**src/rtl/spwm_gate_gen_pkg.sv**
```systemverilog
// Shared types for the SPWM gate generator: carrier direction and the
// per-leg dead-time state machine encoding, plus the sample clamp helper.
package spwm_gate_gen_pkg;

    typedef enum logic {
        DIR_UP   = 1'b0,
        DIR_DOWN = 1'b1
    } dir_e;

    typedef enum logic [2:0] {
        DT_IDLE    = 3'd0,
        DT_LOW_ON  = 3'd1,
        DT_TO_HIGH = 3'd2,
        DT_HIGH_ON = 3'd3,
        DT_TO_LOW  = 3'd4
    } dt_state_e;

    // Saturating clamp of the modulating value to the carrier peak.
    function automatic logic [11:0] clamp_val(input logic [11:0] v, input logic [11:0] lim);
        return (v > lim) ? lim : v;
    endfunction

endpackage

```
**src/rtl/spwm_deadtime.sv**
```systemverilog
// One bridge leg: turns a reference level into complementary high/low gate
// drives with a dead band on every transition. Both gates are registered
// decodes of the next state, so they can never be asserted together.
module spwm_deadtime
    import spwm_gate_gen_pkg::*;
#(
    parameter int DEAD_TIME = 20,
    parameter int DT_W      = 8
) (
    input  logic clk,
    input  logic rst_n,
    input  logic en,
    input  logic leg_ref,
    output logic gate_h,
    output logic gate_l
);

    localparam logic [DT_W-1:0] DT_LAST = DT_W'(DEAD_TIME - 1);

    dt_state_e       state_q, state_d;
    logic [DT_W-1:0] cnt_q, cnt_d;
    logic            gate_h_q, gate_h_d;
    logic            gate_l_q, gate_l_d;

    // Next-state logic: dead band counts DEAD_TIME cycles; a reference that
    // reverts during the count falls straight back to the side it came from.
    always_comb begin
        state_d = state_q;
        cnt_d   = cnt_q;
        if (!en) begin
            state_d = DT_IDLE;
            cnt_d   = '0;
        end else begin
            case (state_q)
                DT_IDLE: begin
                    state_d = leg_ref ? DT_TO_HIGH : DT_TO_LOW;
                    cnt_d   = '0;
                end
                DT_LOW_ON: begin
                    if (leg_ref) begin
                        state_d = DT_TO_HIGH;
                        cnt_d   = '0;
                    end
                end
                DT_TO_HIGH: begin
                    if (!leg_ref)            state_d = DT_LOW_ON;
                    else if (cnt_q == DT_LAST) state_d = DT_HIGH_ON;
                    else                     cnt_d = cnt_q + DT_W'(1);
                end
                DT_HIGH_ON: begin
                    if (!leg_ref) begin
                        state_d = DT_TO_LOW;
                        cnt_d   = '0;
                    end
                end
                DT_TO_LOW: begin
                    if (leg_ref)             state_d = DT_HIGH_ON;
                    else if (cnt_q == DT_LAST) state_d = DT_LOW_ON;
                    else                     cnt_d = cnt_q + DT_W'(1);
                end
                default: state_d = DT_IDLE;
            endcase
        end
        gate_h_d = (state_d == DT_HIGH_ON);
        gate_l_d = (state_d == DT_LOW_ON);
    end

    // State, dead-band counter and registered gate decodes.
    always_ff @(posedge clk or negedge rst_n) begin
        if (!rst_n) begin
            state_q  <= DT_IDLE;
            cnt_q    <= '0;
            gate_h_q <= 1'b0;
            gate_l_q <= 1'b0;
        end else begin
            state_q  <= state_d;
            cnt_q    <= cnt_d;
            gate_h_q <= gate_h_d;
            gate_l_q <= gate_l_d;
        end
    end

    assign gate_h = gate_h_q;
    assign gate_l = gate_l_q;

endmodule

```
**src/rtl/spwm_gate_gen.sv**
```systemverilog
// Unipolar SPWM gate generator: symmetric triangle carrier, valley-sampled
// modulating value, registered compare, half-cycle leg steering and two
// dead-time legs driving the full bridge.
module spwm_gate_gen
    import spwm_gate_gen_pkg::*;
#(
    parameter int CARRIER_MAX = 4000,
    parameter int DEAD_TIME   = 20,
    parameter int DT_W        = 8
) (
    input  logic        clk,
    input  logic        rst_n,
    input  logic        en,
    input  logic [11:0] mod_val,
    input  logic        half_sel,
    output logic        sample_req,
    output logic [11:0] carrier,
    output logic        gate_ah,
    output logic        gate_al,
    output logic        gate_bh,
    output logic        gate_bl
);

    localparam logic [11:0] CMAX = 12'(CARRIER_MAX);

    logic [11:0] carrier_q, carrier_d;
    dir_e        dir_q, dir_d;
    logic        run_q, run_d;
    logic [11:0] held_val_q, held_val_d;
    logic        held_half_q, held_half_d;
    logic        sample_req_q, sample_req_d;
    logic        ref_a_q, ref_a_d;
    logic        ref_b_q, ref_b_d;

    // Carrier stepping, valley sample/hold and the steered compare result.
    // run_q remembers whether the carrier was running last cycle, so the
    // first enabled edge holds the carrier at 0 and counts as a valley.
    always_comb begin
        carrier_d    = carrier_q;
        dir_d        = dir_q;
        run_d        = en;
        held_val_d   = held_val_q;
        held_half_d  = held_half_q;
        sample_req_d = 1'b0;
        ref_a_d      = !held_half_q && (held_val_q > carrier_q);
        ref_b_d      =  held_half_q && (held_val_q > carrier_q);

        if (!en || !run_q) begin
            carrier_d = '0;
            dir_d     = DIR_UP;
        end else if (dir_q == DIR_UP) begin
            if (carrier_q >= CMAX) begin
                carrier_d = CMAX - 12'd1;
                dir_d     = DIR_DOWN;
            end else begin
                carrier_d = carrier_q + 12'd1;
            end
        end else begin
            if (carrier_q <= 12'd1) begin
                carrier_d = '0;
                dir_d     = DIR_UP;
            end else begin
                carrier_d = carrier_q - 12'd1;
            end
        end

        if (en && (carrier_d == 12'd0)) begin
            sample_req_d = 1'b1;
            held_val_d   = clamp_val(mod_val, CMAX);
            held_half_d  = half_sel;
        end
    end

    // Carrier, hold and compare registers.
    always_ff @(posedge clk or negedge rst_n) begin
        if (!rst_n) begin
            carrier_q    <= '0;
            dir_q        <= DIR_UP;
            run_q        <= 1'b0;
            held_val_q   <= '0;
            held_half_q  <= 1'b0;
            sample_req_q <= 1'b0;
            ref_a_q      <= 1'b0;
            ref_b_q      <= 1'b0;
        end else begin
            carrier_q    <= carrier_d;
            dir_q        <= dir_d;
            run_q        <= run_d;
            held_val_q   <= held_val_d;
            held_half_q  <= held_half_d;
            sample_req_q <= sample_req_d;
            ref_a_q      <= ref_a_d;
            ref_b_q      <= ref_b_d;
        end
    end

    spwm_deadtime #(.DEAD_TIME(DEAD_TIME), .DT_W(DT_W)) u_leg_a (
        .clk     (clk),
        .rst_n   (rst_n),
        .en      (en),
        .leg_ref (ref_a_q),
        .gate_h  (gate_ah),
        .gate_l  (gate_al)
    );

    spwm_deadtime #(.DEAD_TIME(DEAD_TIME), .DT_W(DT_W)) u_leg_b (
        .clk     (clk),
        .rst_n   (rst_n),
        .en      (en),
        .leg_ref (ref_b_q),
        .gate_h  (gate_bh),
        .gate_l  (gate_bl)
    );

    assign sample_req = sample_req_q;
    assign carrier    = carrier_q;

endmodule

```
**config.mk**
```make
export PLATFORM = sky130hd
export DESIGN_NAME = spwm_gate_gen
export DESIGN_NICKNAME = d
export VERILOG_FILES = /design/src/rtl/spwm_gate_gen_pkg.sv /design/src/rtl/spwm_deadtime.sv /design/src/rtl/spwm_gate_gen.sv
export SDC_FILE = /design/constraint.sdc
export NUM_CORES = 1
export LEC_CHECK = 0
export ABC_AREA = 1
export CORE_MARGIN = 8
export CORE_UTILIZATION = 35
export DETAILED_ROUTE_END_ITERATION = 10
export RECOVER_POWER = 100
export SLEW_MARGIN = 5
export SYNTH_ARGS = -nofsm -noshare
export SYNTH_HDL_FRONTEND = slang
export SYNTH_SLANG_ARGS = --single-unit
```
**constraint.sdc**
```tcl
create_clock -name clk -period 5.8 [get_ports clk]
set_input_delay 1.16 -clock clk [delete_from_list [all_inputs] [get_ports clk]]
set_output_delay 1.16 -clock clk [all_outputs]
set_load 0.05 [all_outputs]
```
==> results of run 1 <==
[cell usage after synthesis (all sizes together), types with 2 or more instances]
cell / count / share of area (%)
inv: 70 / 7.2
a211oi: 4 / 0.82
nand3: 55 / 8.9
ha: 17 / 5.8
o211ai: 4 / 0.82
a31oi: 2 / 0.34
nor2: 64 / 8.8
buf: 6 / 1.7
xor2: 9 / 2.2
a21oi: 16 / 2.2
dfrtp: 56 / 38
nand2: 128 / 14
o21ai: 21 / 2.9
nor3: 9 / 1.2
xnor2: 2 / 0.48
nand3b: 4 / 0.82
clkbuf: 2 / 0.21
nor4: 4 / 0.69
nand4: 7 / 1.2
[per-stage QoR]
step	hold WS [ps]	power, uW
global route	518	983
floorplan	423	639
global placement	460	706
finish	476	914
detailed placement	465	712
CTS	474	933
[power groups by stage]
stage	Combinational, uW	Clock [uW]	Sequential [uW]
5_1_grt	283	243	458
2_1_floorplan	163	0	476
3_5_place_dp	252	0	460
6_report	246	216	452
3_3_place_gp	245	0	461
4_1_cts	253	227	453
[area by class of cell]
cell class / count / share of cell area, %
multi-input cells: 351 / 45.3
well taps: 136 / 4.15
flip-flops and latches: 56 / 34.2
clock buffers: 5 / 1.68
inverters: 70 / 6.41
clock inverters: 3 / 0.458
repair buffers: 33 / 7.79
[worst max-delay path by stage]
stage	startpoint	to	slack, ps
after global routing	rst_n	held_val_q[6]	1410
after CTS	en	held_val_q[4]	2770
after detailed placement	en	held_val_q[3]	2450
after floorplan	carrier[0]	held_half_q	3530
final	en	held_val_q[4]	1850
after global placement	en	held_val_q[11]	2520
[critical path: cells and delay by family]
family	cells	cell delay, ps
and+or+nand+nor	8	2000
buffers and inverters	3	970
[kinds of logic after synthesis]
kind of cell               count (synthesis)  share of synthesized area [%]
DFF                                       56                           38.4
xor gates and xnor gates                  11                           2.64
and+or+nand+nor                          272                           36.2
buffers and inverters                     78                           9.09
AOI/OAI and AO/OA                         51                           7.86
adders and majority gates                 17                           5.83
[routing by layer]
layer,share of wire (%),track usage [%],vias to the layer above
met5,0,0,-
met4,1.8,4.32,0
met3,4.1,2.78,19
met2,48,20.3,61
met1,46,14.9,1437
li1,-,-,1621
[cells in the final DEF (no fill, tap or decap), types with 13 or more instances in the layout]
cell	Yosys	final
nor2_1	51	55
a21oi_1	16	16
nand3_1	47	50
dlygate4sd3_1	0	18
ha_1	17	17
dfrtp_1	56	56
clkdlybuf4s50_1	0	13
o21ai_0	11	14
inv_1	64	65
nand2_1	118	122
[state kept, by name (all words and copies together) (netlist names), 3 cells and up]
| name | flops |
|---|---|
| held_val_q | 12 |
| u_leg_b.state_q | 3 |
| u_leg_a.cnt_q | 8 |
| u_leg_b.cnt_q | 8 |
| carrier | 12 |
| u_leg_a.state_q | 3 |
==> summary.txt, run 1 <==
Critical path
  • Max incr delay on CP: 740 ps
  • Crit path max-delay cell type: dlygate4sd3_1
  • Setup CP Type: in2reg
  • Req. time, crit path: roughly 6000 ps
  • Critical-path cell list: dlygate4sd3_1 -> nand2_1 -> inv_1 -> nand2_1 -> inv_1 -> nand3_1 -> nand3_1 -> nor2_1 -> nand2_1 -> nand2_1 -> nand2_1
  • Crit path launch type: input port
  • Reg2reg start: carrier[1]
  • Worst setup EP type: register
  • Cell repeated most along the worst path: nand2_1
  • Crit Path Max Fanout: 14
  • WP data arrival: 4150 ps
  • Worst r2r dst: held_val_q[4]
  • R2R setup slack: between 2000 and 2500 ps
  • Worst Reg2Reg Path Length in Cells: 15

Power
  • Register share of total power: between 40 and 50%
  • LEAKAGE: roughly 0.0021 uW
  • Worst vdd rail ir drop: 97.5 uV
  • Net Switching: 321 uW
  • Int Pwr: 593 uW
  • Clock Power Share: about a quarter
  • Gate power share: between 20% and 30%
  • Power Density: 223 nW/um^2
  • Sw Ratio: between 30% and 40%

Timing
  • Max Slew Vio Count: 57
  • Slew at the pin closest to its max-slew limit: 3010 ps
  • Setup-failing EPs final: 0
  • Final WS setup: 1850 ps
  • Max transition margin: -101%
  • Final TNS setup: 0 ps
  • Maximum clock rate: approximately 250 MHz
  • Worst Skew: 6.45 ps
  • Hold Violations, Final: 0
  • RSZ-0062 raised after global routing: false
  • Post-layout min period: 3950 ps
  • Final worst-path cycle share: 68.1%

Routing
  • DR iter-0 viols: 192
  • Final WL: 8240 um
  • Pre-antenna DRT Iters: 4
  • Via Count: 3138
  • DR vias/cell: 4.80
  • Final ANT Viol Nets: 0
  • Drt drc: 0
  • DR WL/cell: 12.6 um

Clock tree
  • Resized Gates After CTS: 0
  • Clk_lat worst skew: 310 ps
  • Clock-pin slew on the worst setup and hold paths: approximately 100 ps
  • Setup bufs post-CTS: 0
  • # hold bufs at CTS: 0
  • Max Root-Sink Buffers: 2
  • CTS tree: yes
  • H-tree levels: 2
  • CTS buffer count: 5
  • Root buffer cell: clkbuf_8
  • Clock Sinks: 56

Logic synthesis
  • Mapped Area: ~3600 um^2
  • Synth warnings: 0
  • Syn_nets: 518
  • Sequential share of the synthesized area: 38.4%
  • Most used DFF post-synth: dfrtp_1
  • Seq cells post-synth: between 50 and 60
  • Post-Synthesis Cells: ~490
  • Mean Syn Cell Area: 7.52 um^2
  • Post-synth EDFFs: 0
  • Async set or reset register ratio after synthesis: 100%
  • Number of distinct library cells after synthesis: 34

Finish
  • Sequential Area: 1400 um^2
  • Finished Layout Cells: 654
  • Area of the multi-input gates: 1860 um^2
  • Layout Nets: 550
  • Share of layout cells above drive strength 1: 6.56%
  • Design Area, Final: 4100 um^2
  • Syn-to-layout area delta: 12.3%
  • Ant diodes: 0
  • Fin util: between 40% and 50%
  • Fill cells: around 1.0k

Hold path
  • Hold path cells: 1
  • Hold_sp: held_half_q
  • HP Class: reg2reg
  • Hold path endpoint: ref_a_q

Placed design
  • Placer Congestion: roughly 0.88
  • Placed Area: 4070 um^2
  • Placed Cells: 646
  • IO buf count: 32
  • Place WS: 2450 ps
  • Post-detail-place hpwl: 6300 um

Floorplanning
  • # IOs: 33
  • Die area: ~14000 um^2
  • Starting Density: a little over a third
  • Core Box Area: 10200 um^2
  • Die X: 118 um
  • Row count: 37
  • Die Ht: 118 um

Job
  • Max cap viols: 1

GRT
  • Initial antenna violation count: 0
  • Grt ovf: 0
  • Gr usage total: 12.1%
  • Vias in the first global route: 3071
  • Largest net degree at the start of global routing: between 50 and 60
  • First-pass GRT wire length: 14200 um

Status
  • Failing checks: capacitance limit, slew limit
  • Status: complete, but fails checks
Note: power is estimated with default switching activity, not from simulation.
==> run 2, diff against run 1 <==
==> constraint.sdc (replaced) <==
create_clock -name clk -period 4.1 [get_ports clk]
set_input_delay 0.82 -clock clk [delete_from_list [all_inputs] [get_ports clk]]
set_output_delay 0.82 -clock clk [all_outputs]
set_load 0.05 [all_outputs]
==> summary.txt, run 2 (synthesized netlist as in run 1, its figures left out) <==
Floorplanning
  • Die area: 13900 um^2
  • Row count: 37
  • Die Ht: 118 um
  • # IOs: 33
  • Die X: 118 um
  • Core Box Area: 10200 um^2
  • Starting Density: 35.6%

Routing
  • Drt drc: 0
  • DR WL/cell: 12.8 um
  • DR vias/cell: 4.81
  • Final ANT Viol Nets: 0
  • Final WL: 8360 um
  • Via Count: ~3.2k
  • DR iter-0 viols: 181
  • Pre-antenna DRT Iters: 4

Finish
  • Commonest non-fill, non-tap cell in the layout: nand2_1
  • Design Area, Final: 4140 um^2
  • Fin util: between 40 and 50%
  • Finished Layout Cells: 655
  • Share of layout cells above drive strength 1: approximately 6.9%
  • Syn-to-layout area delta: 13.4%
  • Layout Nets: 551
  • Most frequent cells in the layout: nand2_1 (121), inv_1 (65), dfrtp_1 (56), nor2_1 (54), nand3_1 (50)
  • Ant diodes: 0

Timing
  • Setup-failing EPs final: 0
  • Slew at the pin closest to its max-slew limit: about 1600 ps
  • RSZ-0062 raised after global routing: false
  • Final worst-path cycle share: 73.1%
  • Worst Skew: 10.7 ps
  • Final TNS setup: 0 ps
  • Max Slew Vio Count: 29
  • Post-layout min period: about 3000 ps
  • Max transition margin: -6.49%
  • Hold_ws: a little under 500 ps
  • Hold Violations, Final: 0
  • Maximum clock rate: roughly 330 MHz

Clock tree
  • Clock Sinks: 56
  • Max Root-Sink Buffers: 2
  • Clock-pin slew on the worst setup and hold paths: 100 ps
  • Resized Gates After CTS: 0
  • CTS buffer count: 5
  • Setup bufs post-CTS: 0
  • H-tree levels: 2
  • # hold bufs at CTS: 0
  • Clk_lat worst skew: approximately 320 ps
  • CTS tree: yes
  • Root buffer cell: clkbuf_8

Status
  • Failing checks: capacitance limit, slew limit
  • Status: complete, but fails checks

GRT
  • Grt ovf: 0
  • Initial antenna violation count: 0
  • Largest net degree at the start of global routing: 30
  • GR Layer Usage met1: 14.3%
  • Met3 Resource Use GR: 2.73%
  • Gr usage total: 12.1%
  • First-pass GRT wire length: 14300 um
  • M2 GR Usage: 20.8%
  • Vias in the first global route: between 3k and 4k
  • GRT busiest layer: met2

Placed design
  • Post-detail-place hpwl: 6500 um
  • Placer Congestion: 0.882
  • IO buf count: 32
  • Placed Area: 4080 um^2
  • Placed Cells: ~650

Critical path
  • WP data arrival: 3250 ps
  • Critical-path cell list: dlygate4sd3_1 -> clkbuf_1 -> nand2_1 -> inv_1 -> nand2_1 -> nor2_1 -> nor2_4 -> nand3_1 -> nor2_8 -> nand2_4 -> nand2_1 -> nand2_1
  • Worst r2r dst: held_val_q[6]
  • Req. time, crit path: 4350 ps
  • Crit path launch type: input port
  • Reg2reg start: carrier[1]
  • Max incr delay on CP: 520 ps
  • Setup crit start: en
  • Crit path capture: held_val_q[6]
  • Crit Path Max Fanout: 14
  • Crit path max-delay cell type: dlygate4sd3_1
  • Setup CP Type: in2reg
  • R2R setup slack: 1520 ps
  • Cell repeated most along the worst path: nand2_1
  • Worst setup EP type: register
  • Worst Reg2Reg Path Length in Cells: 15

Job
  • Max cap viols: 1

Power
  • LEAKAGE: 0.00215 uW
  • Power Density: 319 nW/um^2
  • Worst vdd rail ir drop: 148 uV

Hold path
  • Hold_sp: held_half_q
  • HP Class: reg2reg
run 2: report_power, final:
part           switching [uW]  leakage, uW  internal, uW  total, uW
sequential               36.6     0.000745           604        641
clock                     201    0.0000463           126        327
combinational             234      0.00136           116        350
run 2: area by class of cell:
cell class	count	area, um^2
timing repair buffer	34	325
tap	136	170
sequential	56	1400
fill	1059	6100
multi-input combinational	351	1880
clock inverter	3	27.5
clock buffer	5	68.8
inverter	70	263
run 2: per-stage QoR:
stage	total power, uW	worst slack [ps]
final	1320	1100
after floorplan	905	1830
after detailed placement	1010	1320
after global routing	1410	910
after global placement	999	1370
after CTS	1340	1470
run 2: worst min-delay path by stage:
stage	endpoint	depth (start not counted)
3_3_place_gp	held_val_q[0]	2
4_1_cts	ref_a_q	1
3_5_place_dp	ref_a_q	1
6_report	ref_a_q	1
5_1_grt	held_val_q[8]	2
2_1_floorplan	ref_a_q	1
run 2: layer usage:
| metal | routed length (um) | part of all wire, % | vias up |
|---|---|---|---|
| met5 | 0 | 0 | - |
| met4 | 158 | 1.9 | 0 |
| met3 | 327 | 3.9 | 14 |
| met2 | 4020 | 48 | 58 |
| met1 | 3850 | 46 | 1450 |
| li1 | - | - | 1628 |
run 2: worst max-delay path: cells and delay by family:
family        cells  cell delay [ps]
simple gates      9             1210
buf+inv           3             1210
